**config.mk**
```make
export PLATFORM = sky130hd
export DESIGN_NAME = wallace_mac_accumulator_flat
export DESIGN_NICKNAME = d
export VERILOG_FILES = /design/src/rtl/wallace_mac_if.sv /design/src/rtl/wallace_mac_accumulator.sv /design/src/flat_wrapper.sv
export SDC_FILE = /design/constraint.sdc
export NUM_CORES = 1
export LEC_CHECK = 0
export CAP_MARGIN = 20
export CORE_ASPECT_RATIO = 1.25
export CORE_UTILIZATION = 48
export DETAILED_ROUTE_END_ITERATION = 10
export MAX_ROUTING_LAYER = met4
export PLACE_DENSITY = 0.79
export SYNTH_ARGS = -nofsm -noshare
export SYNTH_HDL_FRONTEND = slang
export SYNTH_SLANG_ARGS = --single-unit
export TNS_END_PERCENT = 1
```
**constraint.sdc**
```tcl
create_clock -name clk -period 2.65 [get_ports clk]
set_input_delay 0.3975 -clock clk [delete_from_list [all_inputs] [get_ports clk]]
set_output_delay 0.3975 -clock clk [all_outputs]
set_load 0.005 [all_outputs]
```
**src/rtl/wallace_mac_if.sv**
```systemverilog
// rtl/wallace_mac_if.sv - handshake bundle between the MAC accumulator and its producer/sink
interface wallace_mac_if #(
   parameter int PROD_W = 8,
   parameter int ACC_W  = 12,
   parameter int CNT_W  = 5
);
   logic              start;
   logic              clr;
   logic [PROD_W-1:0] prod_in;
   logic              prod_valid;
   logic              prod_ready;
   logic [ACC_W-1:0]  acc_out;
   logic              acc_valid;
   logic              acc_ready;
   logic [CNT_W-1:0]  beat_cnt;
   logic              overflow;
   logic              busy;

   // Producer/sink side: drives control, products and result acceptance.
   modport master (
      output start, clr, prod_in, prod_valid, acc_ready,
      input  prod_ready, acc_out, acc_valid, beat_cnt, overflow, busy
   );

   // Accumulator side.
   modport slave (
      input  start, clr, prod_in, prod_valid, acc_ready,
      output prod_ready, acc_out, acc_valid, beat_cnt, overflow, busy
   );
endinterface

```
**src/rtl/wallace_mac_accumulator.sv**
```systemverilog
// rtl/wallace_mac_accumulator.sv - sums a burst of multiplier products with sticky overflow
module wallace_mac_accumulator #(
   parameter int PROD_W    = 8,
   parameter int ACC_W     = 12,
   parameter int BURST_LEN = 16,
   parameter int CNT_W     = 5
) (
   input logic         clk,
   input logic         rst_n,
   wallace_mac_if.slave bus
);
   typedef enum logic [1:0] {
      S_IDLE  = 2'd0,
      S_ACCUM = 2'd1,
      S_DONE  = 2'd2
   } state_t;

   localparam logic [CNT_W-1:0] LAST_BEAT = CNT_W'(BURST_LEN - 1);

   state_t           state_q, state_d;
   logic [ACC_W-1:0] acc_q, acc_d;
   logic [CNT_W-1:0] cnt_q, cnt_d;
   logic             ovf_q, ovf_d;
   logic [ACC_W:0]   sum;

   // One extra bit on the adder captures the carry-out for the sticky flag.
   assign sum = {1'b0, acc_q} + {{(ACC_W + 1 - PROD_W){1'b0}}, bus.prod_in};

   // Next-state and datapath update; clr outranks every other request.
   always_comb begin
      state_d = state_q;
      acc_d   = acc_q;
      cnt_d   = cnt_q;
      ovf_d   = ovf_q;
      if (bus.clr) begin
         state_d = S_IDLE;
         acc_d   = '0;
         cnt_d   = '0;
         ovf_d   = 1'b0;
      end else begin
         case (state_q)
            S_IDLE: begin
               if (bus.start) begin
                  state_d = S_ACCUM;
                  acc_d   = '0;
                  cnt_d   = '0;
                  ovf_d   = 1'b0;
               end
            end
            S_ACCUM: begin
               if (bus.prod_valid) begin
                  acc_d = sum[ACC_W-1:0];
                  ovf_d = ovf_q | sum[ACC_W];
                  cnt_d = cnt_q + CNT_W'(1);
                  if (cnt_q == LAST_BEAT) begin
                     state_d = S_DONE;
                  end
               end
            end
            S_DONE: begin
               if (bus.acc_ready) begin
                  state_d = S_IDLE;
               end
            end
            default: state_d = S_IDLE;
         endcase
      end
   end

   // State and datapath registers; reset discards any partial burst.
   always_ff @(posedge clk or negedge rst_n) begin
      if (!rst_n) begin
         state_q <= S_IDLE;
         acc_q   <= '0;
         cnt_q   <= '0;
         ovf_q   <= 1'b0;
      end else begin
         state_q <= state_d;
         acc_q   <= acc_d;
         cnt_q   <= cnt_d;
         ovf_q   <= ovf_d;
      end
   end

   assign bus.prod_ready = (state_q == S_ACCUM);
   assign bus.acc_valid  = (state_q == S_DONE);
   assign bus.busy       = (state_q != S_IDLE);
   assign bus.acc_out    = acc_q;
   assign bus.beat_cnt   = cnt_q;
   assign bus.overflow   = ovf_q;
endmodule
```
**src/flat_wrapper.sv**
```systemverilog
// flat-port wrapper written by rule: the top's interface ports become plain ports
module wallace_mac_accumulator_flat 
#(
   parameter int PROD_W    = 8,
   parameter int ACC_W     = 12,
   parameter int BURST_LEN = 16,
   parameter int CNT_W     = 5
)
  (clk, rst_n, bus_start, bus_clr, bus_prod_in, bus_prod_valid, bus_acc_ready, bus_prod_ready, bus_acc_out, bus_acc_valid, bus_beat_cnt, bus_overflow, bus_busy);
  wallace_mac_if #(.PROD_W(PROD_W), .ACC_W(ACC_W), .CNT_W(CNT_W)) bus_i ();
  input logic clk;
  input logic rst_n;
  input wire logic [$bits(bus_i.start)-1:0] bus_start;
  input wire logic [$bits(bus_i.clr)-1:0] bus_clr;
  input wire logic [$bits(bus_i.prod_in)-1:0] bus_prod_in;
  input wire logic [$bits(bus_i.prod_valid)-1:0] bus_prod_valid;
  input wire logic [$bits(bus_i.acc_ready)-1:0] bus_acc_ready;
  output wire logic [$bits(bus_i.prod_ready)-1:0] bus_prod_ready;
  output wire logic [$bits(bus_i.acc_out)-1:0] bus_acc_out;
  output wire logic [$bits(bus_i.acc_valid)-1:0] bus_acc_valid;
  output wire logic [$bits(bus_i.beat_cnt)-1:0] bus_beat_cnt;
  output wire logic [$bits(bus_i.overflow)-1:0] bus_overflow;
  output wire logic [$bits(bus_i.busy)-1:0] bus_busy;
  assign bus_i.start = bus_start;
  assign bus_i.clr = bus_clr;
  assign bus_i.prod_in = bus_prod_in;
  assign bus_i.prod_valid = bus_prod_valid;
  assign bus_i.acc_ready = bus_acc_ready;
  assign bus_prod_ready = bus_i.prod_ready;
  assign bus_acc_out = bus_i.acc_out;
  assign bus_acc_valid = bus_i.acc_valid;
  assign bus_beat_cnt = bus_i.beat_cnt;
  assign bus_overflow = bus_i.overflow;
  assign bus_busy = bus_i.busy;
  wallace_mac_accumulator #(.PROD_W(PROD_W), .ACC_W(ACC_W), .BURST_LEN(BURST_LEN), .CNT_W(CNT_W)) u_core (.clk(clk), .rst_n(rst_n), .bus(bus_i));
endmodule
```
Yosys cells after proc, flatten, opt, wreduce, memory -nomap -nowiden
Index checks and enable logic that the tools add are counted.
- register bits: 20
- output and inout bits: 21
- logic and storage cells: 37
- $add $sub $neg: 2
- eq/ne operators: 7
- mux-type cells: 18
- bitwise logic cells: 1
- reductions and logical operators: 5
- operators by type and width (cell ; count):
    $mux 12 ; 3
    $pmux 12 s2 ; 1
    $mux 5 ; 3
    $add 12x8->13 ; 1
    $mux 2 ; 5
    $pmux 5 s2 ; 1
    $ne 3x3->1 const B ; 3
    $pmux 2 s3 ; 1
    $add 5x1->5 const B ; 1
    $eq 5x4->1 const B ; 1
    $reduce_and 4->1 ; 1
    $mux 1 ; 3
    $ne 3x2->1 const B ; 1
    $reduce_and 3->1 ; 1
    $reduce_bool 3->1 ; 1
    $eq 2x1->1 const B ; 1
    $eq 2x2->1 const B ; 1
    $logic_not 2->1 ; 1
    $pmux 1 s2 ; 1
    $reduce_bool 2->1 ; 1
    $or 1x1->1 ; 1

Depth between registers and ports, before layout
Gate-level depths: netlist of run 1.
- depth in word-level cells: 5
- depth in mapped cells: 6
- mapped depth without buffers: 6

Worst setup path after synthesis of run 1
No wires, ideal clock.
- path kind: register to register
- start point: register u_core.acc_q[0], in the netlist u_core.bus.acc_out[0]
- end point: register u_core.ovf_q, in the netlist u_core.bus.overflow
- library setup time: 0.121 ns
- arrival: 1.736 ns
- path slack: 0.793 ns
- stages on the path, launching flop included: 7
- period minus slack after synthesis: 1.857 ns
- cells stage by stage: dfrtp_1 > ha_1 > fa_1 > a211oi_1 > o211a_1 > nor4_1 > a22o_1
- longest elaborated chain between the ends: 5
- ends and longest elaborated chain (element ; line ; source):
    start, declared ; wallace_mac_accumulator.sv:21 ; logic [ACC_W-1:0] acc_q, acc_d;
    start signal, assigned ; wallace_mac_accumulator.sv:74 ; acc_q <= '0;
    start signal, assigned ; wallace_mac_accumulator.sv:79 ; acc_q <= acc_d;
    $add 12x8->13 ; wallace_mac_accumulator.sv:27 ; assign sum = {1'b0, acc_q} + {{(ACC_W + 1 - PROD_W){1'b0}}, bus.prod_in};
    $or 1x1->1 ; wallace_mac_accumulator.sv:53 ; ovf_d = ovf_q | sum[ACC_W];
    $mux 1 ; wallace_mac_accumulator.sv:51 ; if (bus.prod_valid) begin
    $pmux 1 s2 ; wallace_mac_accumulator.sv:41 ; case (state_q)
    $mux 1 ; wallace_mac_accumulator.sv:35 ; if (bus.clr) begin
    end signal, assigned ; wallace_mac_accumulator.sv:81 ; ovf_q <= ovf_d;
    end, declared ; wallace_mac_accumulator.sv:23 ; logic ovf_q, ovf_d;
Every way passes these cells. The select of a mux whose other input is x is not followed.
A chain may end at the register's enable or synchronous reset.

Worst setup path in the final report of run 1
- start point: input port bus_prod_in[0]
- end point: register u_core.acc_q[10], in the netlist u_core.bus.acc_out[10]
- longest elaborated chain between the ends: 4
- ends and longest elaborated chain (element ; line ; source):
    start, declared ; flat_wrapper.sv:15 ; input wire logic [$bits(bus_i.prod_in)-1:0] bus_prod_in;
    $add 12x8->13 ; wallace_mac_accumulator.sv:27 ;
    $mux 12 ; wallace_mac_accumulator.sv:51 ;
    $pmux 12 s2 ; wallace_mac_accumulator.sv:41 ;
    $mux 12 ; wallace_mac_accumulator.sv:35 ;
Every way passes these cells. The select of a mux whose other input is x is not followed.

==> summary.md, run 1 <==
| Metric | Value |
|---|---|
| Status | `finished clean` |
| Top Usage Layer GRT | `met2` |
| Pin count of the biggest net entering global routing | `21` |
| Nets | `202` |
| Gate power share | `0.301` |
| Root buf cell | `clkbuf_4` |
| Core ar. | `2500 sq um` |
| Post-Place Setup Slack | `225 ps` |
| Slew @ Worst Pin | `649 ps` |
| Synthesis-stage register bit count | `20` |
| Highest clock rate | `478 MHz` |
| Port buffer count | `34` |
| TritonCTS clock tree | `yes` |
| Max FO, Critical Path | `3` |
| Reg power frac | `0.456` |
| GRT met1 Usage | `0.254` |
| Clk slew on worst S/H paths | `120 ps` |
| Sink Count | `20` |
| Final hold viol count | `0` |
| Critical path arrival | `2330 ps` |
| Synth area leader | `dfrtp_1` |
| Hpwl dp | `2280 um` |
| Resize count post-CTS | `0` |
| RSZ-0062 raised after global routing | `no` |
| Synth top area share | `0.382` |
| Mean post-synth cell area | `9.57 sq um` |
| Total grt overflow | `0` |
| GR Util met3 | `0.0251` |
| Vert. Die Dim | `60.4 um` |
| Total global-route track usage | `0.233` |
| Asr flop ratio synth | `1.00` |
| Syn. warnings | `0` |
| Setup crit end kind | `flop` |
| Die area | `2950 sq um` |
| Post-CTS Hold Fix Bufs | `0` |
| Synth area leaders | `dfrtp_1, ha_1, nand2_1, mux2i_1, o21ai_0` |
| Layout area overhead | `32.8%` |
| Worst Slack Setup Final | `556 ps` |
| Startpoint Class | `primary input` |
| Maximum vdd drop | `0.292 mV` |
| CTS max path bufs | `2` |
| Final min period | `2090 ps` |
| Yosys cell types | `42` |
| Setup TNS | `0 ps` |
| DR WL/cell | `14.4 um` |
| DRC viols | `0` |
| Cells after DPL | `205` |
| Post-synth top cells | `dfrtp_1, nand2_1, ha_1, o21ai_0` |
| First-pass GRT wire length | `5090 um` |
| Drt via density | `5.78` |
| Synth Instances | `137` |
| Sw Ratio | `0.300` |
| Fillers | `206` |
| P_int | `519 uW` |
| Max-slew violations | `0` |
| Post-CTS Setup Inserts | `0` |
| Net Sw Power | `223 uW` |
| Post-synth top flop | `dfrtp_1` |
| Diode count | `0` |
| Pwr Total | `742 uW` |
| Seq/Total Area, Yosys | `0.382` |
| Post-synthesis net count | `162` |
| Crit Path Class | `in -> reg` |
| Vias post-DR | `1208` |
| Final Setup Violations | `0` |
| Lkg Pwr | `0.000749 uW` |
| Initial antenna violation count | `0` |
| Initial Utilization | `0.524` |
| Worst Path Required | `2890 ps` |
| Hold Path Class | `in -> async` |
| H-tree levels | `1` |
| DRT iter0 DRCs | `24` |
| Wirelength, routed | `3020 um` |
| Layout cells sized above 1 | `0.0625` |
| Routed Antenna Nets | `0` |
| Clk_lat worst skew | `300 ps` |
| Die span in x | `48.8 um` |
| Cell Area, Synth | `1310 sq um` |
| Final period util | `0.790` |
| Number of synthesized flops with an enable pin | `0` |
| Total I/O pin count | `35` |
| Final Non-Filler Cells | `209` |
| Max-cap violation count | `0` |
| Row cnt | `20` |
| Clock Power Share | `0.244` |
| Clk_skew | `4.83 ps` |
| Cts bufs inserted | `3` |
| DRT Pass-1 Iters | `6` |
| Pwr per Cell Area | `426 nW/um^2` |
| Placer Congestion | `0.883` |
| Slew headroom | `0.565` |
| Vias in the first global route | `1181` |
| Met2 Usage GRT | `0.440` |
## logic make-up (layout without fill, tap and decap cells)
logic type      Yosys count  count (layout)  synth area share
compound gates           46              46             0.244
simple gates             41              41             0.153
flops                    20              20             0.382
fa+ha+maj                11              11             0.111
mux                       7               7            0.0553
buf+inv                   7              46            0.0219
xor+xnor                  5               5            0.0334
## power by group through the flow
stage / logic (uW) / clock network, uW / registers (uW)
finish: 223 / 181 / 338
global route: 245 / 199 / 341
CTS: 224 / 189 / 338
detailed placement: 222 / 0 / 344
global placement: 217 / 0 / 344
floorplan: 128 / 0 / 343
## state kept, by name, indices dropped and copies added (netlist names)
| register | count |
|---|---|
| u_core.bus.overflow | 1 |
| u_core.bus.acc_out | 12 |
| u_core.state_q | 2 |
| u_core.bus.beat_cnt | 5 |
## final cells by class
| cell class | instances | area (sq um) | share of cell area |
|---|---|---|---|
| flip-flops and latches | 20 | 500 | 0.287 |
| multi-input cells | 110 | 782 | 0.449 |
| clock buffers | 4 | 36.3 | 0.0208 |
| well taps | 33 | 41.3 | 0.0237 |
| repair buffers | 37 | 363 | 0.208 |
| inverters | 5 | 18.8 | 0.0108 |
## critical path, cell delays in order
cell and delay, ps:
clkdlybuf4s50_1 470, ha_1 200, fa_1 250, a211oi_1 100, o211a_1 250, nor4_1 420
mux2i_1 240
## through the flow
| step | util | instance area [sq um] | hold slack (ps) |
|---|---|---|---|
| 3_5_place_dp | 0.682 | 1710 | 495 |
| 4_1_cts | 0.696 | 1740 | 432 |
| 2_1_floorplan | - | 1310 | 102 |
| 3_3_place_gp | 0.682 | 1710 | 490 |
| 5_1_grt | 0.696 | 1740 | 432 |
| 6_report | 0.696 | 1740 | 428 |
## worst paths after layout
check                                           start                     end  slack (ps)  depth (start not counted)
worst max register to register  u_core.bus.acc_out[0]     u_core.bus.overflow         640                          6
min in group clk                  u_core.bus.overflow     u_core.bus.overflow         520                          1
worst max-delay path                   bus_prod_in[0]  u_core.bus.acc_out[10]         560                          7
worst min register to register    u_core.bus.overflow     u_core.bus.overflow         520                          1
worst min-delay path                            rst_n   u_core.bus.acc_out[5]         430                          2
max in group asynchronous                       rst_n  u_core.bus.beat_cnt[1]        2000                          2
## layout by cell type (no fill, tap or decap), types with 5 or more instances in the layout
master           Yosys  routed
clkdlybuf4s50_1      0      34
nand2_1             20      20
dfrtp_1             20      20
ha_1                10      10
o21ai_0              9       9
nor2_1               6       6
a21oi_1              6       6
inv_1                5       5
a22o_1               5       5
mux2i_1              5       5
## routing by layer
metal | vias up | share of wire
met5 | - | 0
met4 | 0 | 0.0076
met3 | 2 | 0.039
met2 | 34 | 0.52
met1 | 584 | 0.43
li1 | 588 | -
(Power assumes the default switching activity.)
==> inputs of run 2 (changes only) <==
clock period = 2.1 ns   (was 2.65 ns; I/O delays follow)
==> run 2 against run 1 <==
Combinational power is 50% higher. Routed wire length grew 5.9%. Worst hold slack got worse by 84 ps. Global-route usage grew 1.8 points. Non-clock buffer count grew 17. Via count is 5.5% higher. Flip-flop and latch count did not move. Clock power up 24%. Clock-buffer cell count stayed put. Sequential share of layout area down 2.0 points. Total power grew 33%. Largest power group unchanged.
==> summary.md, run 2 (synthesized netlist as in run 1, its figures left out) <==
| Metric | Value |
|---|---|
| Setup crit end kind | `flop (unchanged)` |
| Startpoint Class | `primary input (unchanged)` |
| Pin count of the biggest net entering global routing | `21 (unchanged)` |
| DRT iter0 DRCs | `17 (was 24)` |
| Die area | `2950 sq um (unchanged)` |
| Final Cell Area | `1870 sq um (was 1740 sq um)` |
| TritonCTS clock tree | `yes (unchanged)` |
| Cts bufs inserted | `3 (unchanged)` |
| Maximum vdd drop | `0.429 mV (was 0.292 mV)` |
| Vias in the first global route | `1261 (was 1181)` |
| Fillers | `187 (was 206)` |
| Routed Antenna Nets | `0 (unchanged)` |
| Hold Path Class | `in -> async (unchanged)` |
| Max-slew violations | `0 (unchanged)` |
| Max FO, Critical Path | `3 (unchanged)` |
| FF-to-FF setup slack | `160 ps (was 640 ps)` |
| Vert. Die Dim | `60.4 um (unchanged)` |
| CTS max path bufs | `2 (unchanged)` |
| Final min period | `1970 ps` |
| Pwr per Cell Area | `527 nW/um^2 (was 426 nW/um^2)` |
| Reg2reg start | `u_core.bus.acc_out[0] (unchanged)` |
| Post-Place Setup Slack | `-186 ps (was 225 ps)` |
| Port buffer count | `34 (unchanged)` |
| Total grt overflow | `0 (unchanged)` |
| Hpwl dp | `2450 um (was 2280 um)` |
| Final period util | `0.940` |
| Wirelength, routed | `3200 um (was 3020 um)` |
| Crit Path Class | `in -> reg (unchanged)` |
| Layout area overhead | `42.7% (was 32.8%)` |
| Hold_ws | `344 ps (was 428 ps)` |
| Highest clock rate | `507 MHz` |
| DRT Pass-1 Iters | `4 (was 6)` |
| Diode count | `0 (unchanged)` |
| Clk slew on worst S/H paths | `120 ps (about the same)` |
| Post-CTS Hold Fix Bufs | `0 (unchanged)` |
| Clk_lat worst skew | `300 ps (about the same)` |
| Placed cell area | `1830 sq um (was 1710 sq um)` |
| Die span in x | `48.8 um (unchanged)` |
| Final Setup Violations | `0 (unchanged)` |
| Core ar. | `2500 sq um (unchanged)` |
| Status | `finished clean (unchanged)` |
| Setup TNS | `0 ps (unchanged)` |
| Largest register FFs | `12 (unchanged)` |
| WP depth | `8 (was 7)` |
| Most frequent cells in the layout | `clkdlybuf4s50_1, nand2_1, buf_4, dfrtp_1 (was clkdlybuf4s50_1, nand2_1, dfrtp_1)` |
| Placer Congestion | `0.896 (was 0.883)` |
| DRC viols | `0 (unchanged)` |
| Total I/O pin count | `35 (unchanged)` |
| Final hold viol count | `0 (unchanged)` |
| Drt via density | `5.64 (was 5.78)` |
| Nets | `219 (was 202)` |
| Total global-route track usage | `0.251 (was 0.233)` |
| Sink Count | `20 (unchanged)` |
| Worst Slack Setup Final | `126 ps (was 556 ps)` |
| Final Util | `0.748 (was 0.696)` |
| Crit-path cells | `clkdlybuf4s50_1 > ha_2 > fa_1 > a211oi_1 > o211a_1 > buf_4 > or4_1 > a21boi_1 (was clkdlybuf4s50_1 > ha_1 > fa_1 > a211oi_1 > o211a_1 > nor4_1 > mux2i_1)` |
| Crit-path leading delay family | `buffers and inverters (unchanged)` |
| Worst reg2reg path depth | `7 (was 6)` |
| Row cnt | `20 (unchanged)` |
| Worst-path cell with the longest stage delay | `clkdlybuf4s50_1 (unchanged)` |
| Slew @ Worst Pin | `434 ps (was 649 ps)` |
| First-pass GRT wire length | `5360 um (was 5090 um)` |
| Layout cells sized above 1 | `0.150 (was 0.0625)` |
| Initial Utilization | `0.524 (unchanged)` |
| Vias post-DR | `1275 (was 1208)` |
| DR WL/cell | `14.1 um (was 14.4 um)` |
| CP bufs+invs | `2 (was 1)` |
| Lkg Pwr | `0.000830 uW (was 0.000749 uW)` |
| Worst Path Required | `2330 ps (was 2890 ps)` |
| Crit path largest cell delay | `460 ps (was 470 ps)` |
| Commonest non-fill, non-tap cell in the layout | `clkdlybuf4s50_1 (unchanged)` |
| Root buf cell | `clkbuf_4 (unchanged)` |
| Critical path arrival | `2200 ps (was 2330 ps)` |
| Initial antenna violation count | `0 (unchanged)` |
| Slew headroom | `0.708 (was 0.565)` |
| Worst R2R End | `u_core.bus.acc_out[8] (was u_core.bus.overflow)` |
| H-tree levels | `1 (unchanged)` |
| Clk_skew | `8.19 ps (was 4.83 ps)` |
| Max-cap violation count | `0 (unchanged)` |
run 2: report_power, final:
group	internal (uW)	switching, uW
Clock	106	119
Combinational	184	150
Sequential	405	22.5
run 2: worst max path at each step:
stage | start | end | slack, ps
floorplan | u_core.bus.acc_out[0] | u_core.bus.overflow | 240
global placement | bus_prod_in[0] | u_core.bus.acc_out[8] | -130
detailed placement | bus_prod_in[0] | u_core.bus.acc_out[8] | -190
CTS | u_core.bus.acc_out[0] | u_core.bus.acc_out[8] | 120
global route | u_core.bus.acc_out[0] | u_core.bus.acc_out[4] | -0.08
finish | bus_prod_in[0] | u_core.bus.acc_out[8] | 130
run 2: repair_timing:
item / 4_1_cts / 5_1_grt
setup endpoints to repair: 0 / 1
setup buffers: 0 / 1
gates resized for setup: 0 / 1
run 2: layout make-up:
cell class | count | area (sq um) | share of cell area
timing repair buffer | 54 | 490 | 0.262
tap | 33 | 41.3 | 0.0221
inverter | 5 | 18.8 | 0.0100
clock buffer | 4 | 36.3 | 0.0194
sequential | 20 | 500 | 0.267
multi-input combinational | 110 | 785 | 0.419
run 2: per-stage QoR:
| stage | std cells | power, uW |
|---|---|---|
| final | 226 | 986 |
| after floorplan | 137 | 594 |
| after detailed placement | 221 | 765 |
| after CTS | 225 | 998 |
| after global routing | 226 | 1050 |
| after global placement | 221 | 755 |
run 2: layer usage:
metal / track usage / wire [um] / vias to the layer above
met4: 0.139 / 57 / 0
met3: 0.0326 / 104 / 6
met5: - / 0 / -
met2: 0.446 / 1680 / 31
met1: 0.276 / 1360 / 612
li1: - / - / 626
==> inputs of run 3 (changes only) <==
CORE_MARGIN = 2   (was not set)
MAX_ROUTING_LAYER = not set   (was met4)
==> run 3 against run 2 <==
Setup slack improved by 5.4 ps. Core utilization decreased by 4.5 points. Maximum frequency up 0.27%. Global-route usage shrank 4.1 points. Cell area down 1.3%. Combinational power decreased by 3%. Sequential power barely moved. Flip-flop and latch count did not move. Clock skew rose by 2.5 ps.
==> summary.md, run 3 (synthesized netlist as in run 1, its figures left out) <==
| Metric | Value |
|---|---|
| Status | `finished clean (unchanged)` |
| Fillers | `200 (was 187)` |
| Total global-route track usage | `0.210 (was 0.251)` |
| Routed Antenna Nets | `0 (unchanged)` |
| Maximum vdd drop | `0.383 mV (was 0.429 mV)` |
| Max-slew violations | `0 (unchanged)` |
| Row cnt | `21 (was 20)` |
| Max-cap violation count | `0 (unchanged)` |
| Worst Path Required | `2290 ps (was 2330 ps)` |
| Vias post-DR | `1266 (was 1275)` |
| Final Setup Violations | `0 (unchanged)` |
| DRC viols | `0 (unchanged)` |
| Port buffer count | `34 (unchanged)` |
| First-pass GRT wire length | `5140 um (was 5360 um)` |
| Cts bufs inserted | `3 (unchanged)` |
| Critical path arrival | `2160 ps (was 2200 ps)` |
| Placer Congestion | `0.862 (was 0.896)` |
| Lkg Pwr | `0.000817 uW (was 0.000830 uW)` |
| Nets | `216 (was 219)` |
| Slew @ Worst Pin | `482 ps (was 434 ps)` |
| Setup crit end kind | `flop (unchanged)` |
| Slew headroom | `0.677 (was 0.708)` |
| Most frequent cells in the layout | `clkdlybuf4s50_1, nand2_1, dfrtp_1 (was clkdlybuf4s50_1, nand2_1, buf_4, dfrtp_1)` |
| Placed cell area | `1810 sq um (was 1830 sq um)` |
| Max FO, Critical Path | `3 (unchanged)` |
| Diode count | `0 (unchanged)` |
| Vias in the first global route | `1196 (was 1261)` |
| Post-CTS Hold Fix Bufs | `0 (unchanged)` |
| Crit Path Class | `reg -> reg (was in -> reg)` |
| DR WL/cell | `13.8 um (was 14.1 um)` |
| Reg2reg start | `u_core.bus.acc_out[0] (unchanged)` |
| Root buf cell | `clkbuf_4 (unchanged)` |
| Initial antenna violation count | `0 (unchanged)` |
| Hpwl dp | `2390 um (was 2450 um)` |
| CTS max path bufs | `2 (unchanged)` |
| Hold Path Class | `in -> async (unchanged)` |
| H-tree levels | `1 (unchanged)` |
| Pwr per Cell Area | `527 nW/um^2 (about the same)` |
| Final Util | `0.703 (was 0.748)` |
| FF+latch area | `500 sq um (unchanged)` |
| TritonCTS clock tree | `yes (unchanged)` |
| DRT iter0 DRCs | `28 (was 17)` |
| RSZ-0062 raised after global routing | `no` |
| Wirelength, routed | `3090 um (was 3200 um)` |
| Post-Place Setup Slack | `-156 ps (was -186 ps)` |
| Setup TNS | `0 ps (unchanged)` |
| Final min period | `1970 ps (about the same)` |
| Final period util | `0.937 (was 0.940)` |
| Post-CTS Setup Inserts | `0 (unchanged)` |
| Clk_skew | `10.7 ps (was 8.19 ps)` |
| Drt via density | `5.65 (was 5.64)` |
| Vert. Die Dim | `62.4 um (was 60.4 um)` |
| Largest register FFs | `12 (unchanged)` |
| Worst reg2reg path depth | `6 (was 7)` |
| Clk slew on worst S/H paths | `120 ps (about the same)` |
| Worst R2R End | `u_core.bus.overflow (was u_core.bus.acc_out[8])` |
| Sink Count | `20 (unchanged)` |
| Layout area overhead | `40.9% (was 42.7%)` |
| Die span in x | `50.8 um (was 48.8 um)` |
| DRT Pass-1 Iters | `4 (unchanged)` |
| Area of the multi-input gates | `782 sq um (was 785 sq um)` |
| Clk_lat worst skew | `300 ps (about the same)` |
| Total grt overflow | `0 (unchanged)` |
| Die area | `3170 sq um (was 2950 sq um)` |
| Final hold viol count | `0 (unchanged)` |
| Startpoint Class | `flop (was primary input)` |
| Highest clock rate | `508 MHz (was 507 MHz)` |
| Initial Utilization | `0.499 (was 0.524)` |
| Final Cell Area | `1850 sq um (was 1870 sq um)` |
| Core ar. | `2630 sq um (was 2500 sq um)` |
| Total I/O pin count | `35 (unchanged)` |
| Layout cells sized above 1 | `0.132 (was 0.150)` |
| Worst Slack Setup Final | `131 ps (was 126 ps)` |
| FF-to-FF setup slack | `130 ps (was 160 ps)` |
| Commonest non-fill, non-tap cell in the layout | `clkdlybuf4s50_1 (unchanged)` |
| Resize count post-CTS | `0 (unchanged)` |
| Pin count of the biggest net entering global routing | `21 (unchanged)` |
==> run 3: area by class of cell <==
type,instances,share of cell area
Timing Repair Buffer,51,0.253
Multi-Input combinational cell,110,0.423
Inverter,5,0.0102
Clock buffer,4,0.0196
Sequential cell,20,0.271
Tap cell,34,0.0230
==> run 3: per-layer routing <==
metal,routed length (um),vias up,global-route usage
li1,-,619,-
met1,1300,606,0.264
met2,1610,37,0.370
met3,146,4,0.0263
met4,33,0,0.0608
met5,0,-,0
==> run 3: worst max path at each step <==
stage                                from                endpoint  slack (ps)  cells after the start
global placement           bus_prod_in[0]     u_core.bus.overflow        -130                      7
floorplan           u_core.bus.acc_out[0]     u_core.bus.overflow         240                      6
CTS                 u_core.bus.acc_out[0]     u_core.bus.overflow         140                      6
finish              u_core.bus.acc_out[0]     u_core.bus.overflow         130                      6
global route        u_core.bus.acc_out[5]  u_core.bus.acc_out[10]          30                      5
detailed placement         bus_prod_in[0]     u_core.bus.overflow        -160                      7
==> run 3: report_power, final <==
part / internal [uW] / leakage [uW] / switching, uW
logic: 176 / 0.000523 / 148
registers: 405 / 0.000273 / 22.4
clock network: 106 / 0.0000210 / 117
==> run 3: worst max-delay path: stages, from the launching register on <==
cell      delay [ps]
dfrtp_1          420
ha_1             230
fa_1             390
a211oi_1         350
o211a_1          220
nor4_1            80
a22o_1           180
==> run 3: per-stage QoR <==
| step | total power [uW] | cells | hold WS, ps |
|---|---|---|---|
| 2_1_floorplan | 594 | 137 | 19.4 |
| 3_3_place_gp | 747 | 220 | 494 |
| 3_5_place_dp | 756 | 220 | 506 |
| 4_1_cts | 979 | 224 | 338 |
| 5_1_grt | 1040 | 224 | 343 |
| 6_report | 974 | 224 | 335 |
